===== src/rtl/clap_round_if.sv =====
// Bus between the round sequencer and the game / clap counter.
// master drives start, clap, target and the live count; slave is the sequencer.
interface clap_round_if;
  logic        start;
  logic        clap;
  logic [16:0] target;
  logic [16:0] count;
  logic        cnt_go;
  logic        cnt_en;
  logic [16:0] captured;
  logic        hit;
  logic        miss;
  logic [2:0]  score;
  logic [2:0]  round;
  logic        busy;
  logic        done;

  modport master (
    output start, clap, target, count,
    input  cnt_go, cnt_en, captured, hit, miss, score, round, busy, done
  );

  modport slave (
    input  start, clap, target, count,
    output cnt_go, cnt_en, captured, hit, miss, score, round, busy, done
  );
endinterface


===== src/rtl/clap_round_ctrl.sv =====
// Round sequencer for the reaction-timing clap counter: arms the counter,
// captures the count at a clap edge or timeout, judges it and keeps score.
//
// state  | meaning
// IDLE   | waiting for start after reset
// ARM    | one-cycle counter restart (cnt_go)
// LISTEN | counter running, waiting for clap edge or terminal count
// JUDGE  | compare captured against target, pulse hit/miss, bump round
// DONE   | game over, score/captured held until next start
module clap_round_ctrl #(
  parameter logic [16:0] MAXCOUNT = 17'd66080,
  parameter logic [16:0] WINDOW   = 17'd2000,
  parameter logic [2:0]  ROUNDS   = 3'd4
) (
  input logic         clk,
  input logic         reset,
  clap_round_if.slave bus
);

  typedef enum logic [2:0] {IDLE, ARM, LISTEN, JUDGE, DONE} state_t;

  state_t      state;
  logic        clap_q;
  logic        timed_out;
  logic [16:0] captured;
  logic [2:0]  score;
  logic [2:0]  round;
  logic [17:0] diff;
  logic        in_window;
  logic        clap_edge;
  logic [2:0]  round_nxt;

  assign clap_edge = bus.clap & ~clap_q;
  assign round_nxt = round + 3'd1;

  // 18-bit magnitude so a target above captured never wraps into a hit
  always_comb begin
    diff = 18'd0;
    if (captured >= bus.target)
      diff = {1'b0, captured} - {1'b0, bus.target};
    else
      diff = {1'b0, bus.target} - {1'b0, captured};
  end

  assign in_window = ~timed_out && (diff <= {1'b0, WINDOW});

  always_ff @(posedge clk or posedge reset) begin
    if (reset) begin
      state     <= IDLE;
      clap_q    <= 1'b0;
      timed_out <= 1'b0;
      captured  <= '0;
      score     <= '0;
      round     <= '0;
    end else begin
      clap_q <= bus.clap;
      case (state)
        IDLE, DONE: begin
          if (bus.start) begin
            score     <= '0;
            round     <= '0;
            captured  <= '0;
            timed_out <= 1'b0;
            state     <= ARM;
          end
        end
        ARM: state <= LISTEN;
        LISTEN: begin
          // a clap in the terminal-count cycle still counts as a real clap
          if (clap_edge) begin
            captured  <= bus.count;
            timed_out <= 1'b0;
            state     <= JUDGE;
          end else if (bus.count == MAXCOUNT) begin
            captured  <= MAXCOUNT;
            timed_out <= 1'b1;
            state     <= JUDGE;
          end
        end
        JUDGE: begin
          if (in_window) score <= score + 3'd1;
          round <= round_nxt;
          state <= (round_nxt == ROUNDS) ? DONE : ARM;
        end
        default: state <= IDLE;
      endcase
    end
  end

  assign bus.cnt_go   = (state == ARM);
  assign bus.cnt_en   = (state == LISTEN);
  assign bus.busy     = (state == ARM) || (state == LISTEN) || (state == JUDGE);
  assign bus.done     = (state == DONE);
  assign bus.hit      = (state == JUDGE) && in_window;
  assign bus.miss     = (state == JUDGE) && ~in_window;
  assign bus.captured = captured;
  assign bus.score    = score;
  assign bus.round    = round;

endmodule


===== src/flat_wrapper.sv =====
// flat-port wrapper written by rule: the top's interface ports become plain ports
module clap_round_ctrl_flat 
#(
  parameter logic [16:0] MAXCOUNT = 17'd66080,
  parameter logic [16:0] WINDOW   = 17'd2000,
  parameter logic [2:0]  ROUNDS   = 3'd4
)
  (clk, reset, bus_start, bus_clap, bus_target, bus_count, bus_cnt_go, bus_cnt_en, bus_captured, bus_hit, bus_miss, bus_score, bus_round, bus_busy, bus_done);
  clap_round_if bus_i ();
  input logic clk;
  input logic reset;
  input wire logic [$bits(bus_i.start)-1:0] bus_start;
  input wire logic [$bits(bus_i.clap)-1:0] bus_clap;
  input wire logic [$bits(bus_i.target)-1:0] bus_target;
  input wire logic [$bits(bus_i.count)-1:0] bus_count;
  output wire logic [$bits(bus_i.cnt_go)-1:0] bus_cnt_go;
  output wire logic [$bits(bus_i.cnt_en)-1:0] bus_cnt_en;
  output wire logic [$bits(bus_i.captured)-1:0] bus_captured;
  output wire logic [$bits(bus_i.hit)-1:0] bus_hit;
  output wire logic [$bits(bus_i.miss)-1:0] bus_miss;
  output wire logic [$bits(bus_i.score)-1:0] bus_score;
  output wire logic [$bits(bus_i.round)-1:0] bus_round;
  output wire logic [$bits(bus_i.busy)-1:0] bus_busy;
  output wire logic [$bits(bus_i.done)-1:0] bus_done;
  assign bus_i.start = bus_start;
  assign bus_i.clap = bus_clap;
  assign bus_i.target = bus_target;
  assign bus_i.count = bus_count;
  assign bus_cnt_go = bus_i.cnt_go;
  assign bus_cnt_en = bus_i.cnt_en;
  assign bus_captured = bus_i.captured;
  assign bus_hit = bus_i.hit;
  assign bus_miss = bus_i.miss;
  assign bus_score = bus_i.score;
  assign bus_round = bus_i.round;
  assign bus_busy = bus_i.busy;
  assign bus_done = bus_i.done;
  clap_round_ctrl #(.MAXCOUNT(MAXCOUNT), .WINDOW(WINDOW), .ROUNDS(ROUNDS)) u_core (.clk(clk), .reset(reset), .bus(bus_i));
endmodule

===== config.mk =====
export PLATFORM = sky130hd
export DESIGN_NAME = clap_round_ctrl_flat
export DESIGN_NICKNAME = d
export VERILOG_FILES = /design/src/rtl/clap_round_if.sv /design/src/rtl/clap_round_ctrl.sv /design/src/flat_wrapper.sv
export SDC_FILE = /design/constraint.sdc
export NUM_CORES = 1
export LEC_CHECK = 0
export ABC_AREA = 1
export CAP_MARGIN = 15
export CORE_MARGIN = 2
export CORE_UTILIZATION = 54
export DETAILED_ROUTE_END_ITERATION = 7
export PLACE_DENSITY = 0.82
export SYNTH_ARGS = -nofsm -noshare
export SYNTH_HDL_FRONTEND = slang
export SYNTH_SLANG_ARGS = --single-unit
export TNS_END_PERCENT = 30

===== constraint.sdc =====
create_clock -name clk -period 2.7 [get_ports clk]
set_clock_uncertainty 0.05 [all_clocks]
set_input_delay 0.27 -clock clk [delete_from_list [all_inputs] [get_ports clk]]
set_output_delay 0.27 -clock clk [all_outputs]
set_load 0.05 [all_outputs]

==> summary.txt <==
Status
  – Status: finished with violations
  – Failing checks: setup timing

Timing
  – Unrepaired setup endpoints after global routing: yes
  – Worst-Margin Slew: 0.540 ns
  – Final hold violation count: 0
  – Finish-stage setup viols: 2
  – Minimum clock period: 3.03 ns
  – F_max: 330 MHz
  – Period utilization: 112%
  – Setup ws final: -0.326 ns
  – Fin Hold WS: 0.336 ns
  – Total negative setup slack: -0.573 ns
  – Max Transition Viols Final: 0
  – Rel. slew slack: 63.9%

Placement
  – Setup WS pre-CTS: -0.454 ns
  – Port Buffers: 66
  – Gpl congestion: 0.936
  – Cells after DPL: 824
  – DPL Wire Length: 9.79 mm

Clock network
  – CTS tree: built
  – Clock root buffer: clkbuf_8
  – Clk sinks: 28
  – H-tree Lvls: 1
  – CTS Buf Count: 3
  – CTS clk-pin slew, worst paths: 0.09 ns
  – Longest Clk Path Bufs: 2
  – Clk_lat worst skew: about 0.28 ns

Synth
  – Synth Flop Type: dfrtp_1
  – Post-synthesis sequential area ratio: between 15 and 20%
  – Syn avg cell area: between 5 and 6 um2
  – Asr flop ratio synth: 100%
  – Syn Nets: 690
  – Cell variety after synth: 34
  – Cells after Synth: 615
  – Mapped cell area: 0.00361 mm2
  – Warnings from Yosys: 0
  – EDFF count, synth: 0
  – #FFs+latches synth: 28

Cells and area
  – Nets: 844
  – Area Growth Syn to Fin: 53.3%
  – Layout Cells excl Fill: 844
  – Layout cells sized above 1: a little under 30%
  – Commonest non-fill, non-tap cell in the layout: nand2_1
  – Antenna diode count: 0
  – Most frequent cells in the layout: nand2_1, inv_1, buf_4, clkdlybuf4s50_1, nand3_1
  – FILL cells: 393

Floorplan
  – FP Rows: 29
  – Die extent in y: between 80 and 90 um
  – Core Region: 0.00642 mm2
  – DIE AREA: ~0.0074 mm2
  – Width of the die: 85.7 um
  – Starting Density: 56.2%
  – IO Pins: 67

Detailed routing
  – Vias per cell: around 5.5
  – Pre-antenna DRT Iters: 7
  – Final wirelength: 13.3 mm
  – Drt initial violations: roughly 310
  – Vias after detailed routing: around 4600
  – Routed length per placed instance: 15.7 um
  – Remaining antenna violation count: 0
  – Drc violations: 0

Setup path
  – Worst path slowest cell: dfrtp_2
  – Crit-path cells: inv_2 -> ha_4 -> nand2_1 -> nand2_1 -> nand2_1 -> a21oi_2 -> nor2_4 -> buf_6 -> nand3_1 -> nand2_1 -> nor2_2 -> nand2_1 -> nor2_1 -> nand2_2 -> nand2_4 -> nand2_4 -> clkinvlp_4 -> buf_12
  – Startpoint class of the critical path: flop
  – CP arrival: 2.71 ns
  – Highest net fanout along the worst path: 6
  – CP delay by family, top: simple AND/OR/NAND/NOR gates
  – WP buf/inv: 4
  – Critical path capture point type: primary output
  – Critical path class: reg -> out
  – CP peak stage delay: between 0.3 and 0.4 ns
  – Cell mode on critical path: nand2_1
  – Worst Path Required: 2.38 ns

Global routing
  – First-pass GRT wire length: 20.4 mm
  – Initial antenna violation count: 0
  – Vias in the first global route: about 4600
  – Largest net degree at the start of global routing: 29
  – All-layer global routing usage: 34.9%
  – Total gr overflow: 0

Hold path
  – Hold WC Path Type: in -> async

Run
  – Max_cap viols: 0

Power
  – Power Dens Cells: 1030 mW/mm2
  – Worst vdd ir: 752 uV
  – Leak Pwr: 2.92 nW
[stage by stage]
| stage | power [mW] | utilization, % | cell area, um2 |
|---|---|---|---|
| final | 5.71 | 86.1 | 5530 |
| after global routing | 6.07 | 86.1 | 5530 |
| after CTS | 5.40 | 84.3 | 5420 |
| after detailed placement | 4.80 | 78.5 | 5040 |
| after global placement | 4.69 | 78.5 | 5040 |
| after floorplan | 3.32 | - | 3770 |
[synth_stat cells, drive strengths merged, types with 2 or more instances]
cell / count / area (um2)
nand2: 221 / 865
inv: 134 / 503
nand3: 56 / 290
nor2: 42 / 198
ha: 37 / 463
a21oi: 28 / 144
dfrtp: 28 / 701
o21ai: 23 / 115
nand4: 9 / 56.3
buf: 8 / 63.8
xor2: 6 / 52.6
xnor2: 5 / 43.8
clkbuf: 4 / 15.0
o22ai: 4 / 25.0
nor3: 2 / 15.0
nor4: 2 / 12.5
[final cells by class]
type,instances,area [um2],share of cell area (%)
well taps,77,96.3,1.74
repair buffers,160,1390,25.1
inverters,134,517,9.34
flip-flops and latches,28,721,13.0
multi-input cells,442,2770,50.1
clock buffers,3,41.3,0.746
[sequential cells by signal (all words and copies together), names as in the netlist]
signal               flops
u_core.state             3
u_core.bus.captured     17
u_core.timed_out         1
u_core.bus.score         3
u_core.clap_q            1
u_core.bus.round         3
[routing by layer]
layer  vias to the layer above  global-route usage [%]  part of all wire, %
met1                      2094                    37.7                   38
met3                        77                    6.26                  7.9
met4                         0                    18.5                  5.1
met2                       241                    64.5                   49
met5                         -                       0                    0
li1                       2197                       -                    -
[worst reg2reg max path, stage by stage, from the launching register on]
cell	delay [ns]
dfrtp_2	0.38
inv_2	0.06
ha_4	0.30
nand2_1	0.07
nand2_1	0.14
nand2_1	0.10
a21oi_2	0.21
nor2_4	0.09
buf_6	0.13
nand3_1	0.08
nand2_1	0.07
nor2_2	0.07
nand2_1	0.06
nor2_1	0.15
nand2_2	0.08
nand2_4	0.12
nand2_4	0.07
buf_4	0.16
nand2_2	0.07
nand2_1	0.07
nand2_1	0.05
[power breakdown]
part	leakage, nW	total, mW	internal [mW]	switching, mW
sequential	0.349	0.702	0.571	0.131
clock	0.0216	0.228	0.100	0.128
combinational	2.55	4.78	1.93	2.85
total	2.92	5.71	2.60	3.11
[timing repair]
action | in CTS | in global routing
resized for setup | 75 | 27
setup endpoints to repair | 2 | 5
hold buffers | 0 | 0
pin swaps | 25 | 17
gates cloned | 1 | 0
setup buffers | 13 | 3
[worst paths after layout]
kind                                          from                     end  slack [ns]  cells after the start
max in group asynchronous                    reset  u_core.bus.captured[8]        1.98                      3
min                                          reset           u_core.clap_q        0.34                      3
min reg2reg                    u_core.bus.score[1]     u_core.bus.score[1]        0.50                      2
max                        u_core.bus.captured[11]                bus_miss       -0.33                     18
max reg2reg                u_core.bus.captured[11]     u_core.bus.score[1]        0.05                     20
min in group clk                          bus_clap           u_core.clap_q        0.42                      1
[logic make-up (layout without fill, tap and decap cells)]
| group | after synthesis | count (layout) | share of synthesized area (%) |
|---|---|---|---|
| simple gates | 333 | 334 | 40.0 |
| flops | 28 | 28 | 19.4 |
| buf+inv | 146 | 297 | 16.1 |
| fa+ha+maj | 37 | 37 | 12.8 |
| xor+xnor | 11 | 11 | 2.67 |
| compound gates | 60 | 60 | 8.98 |
(Power assumes the default switching activity.)
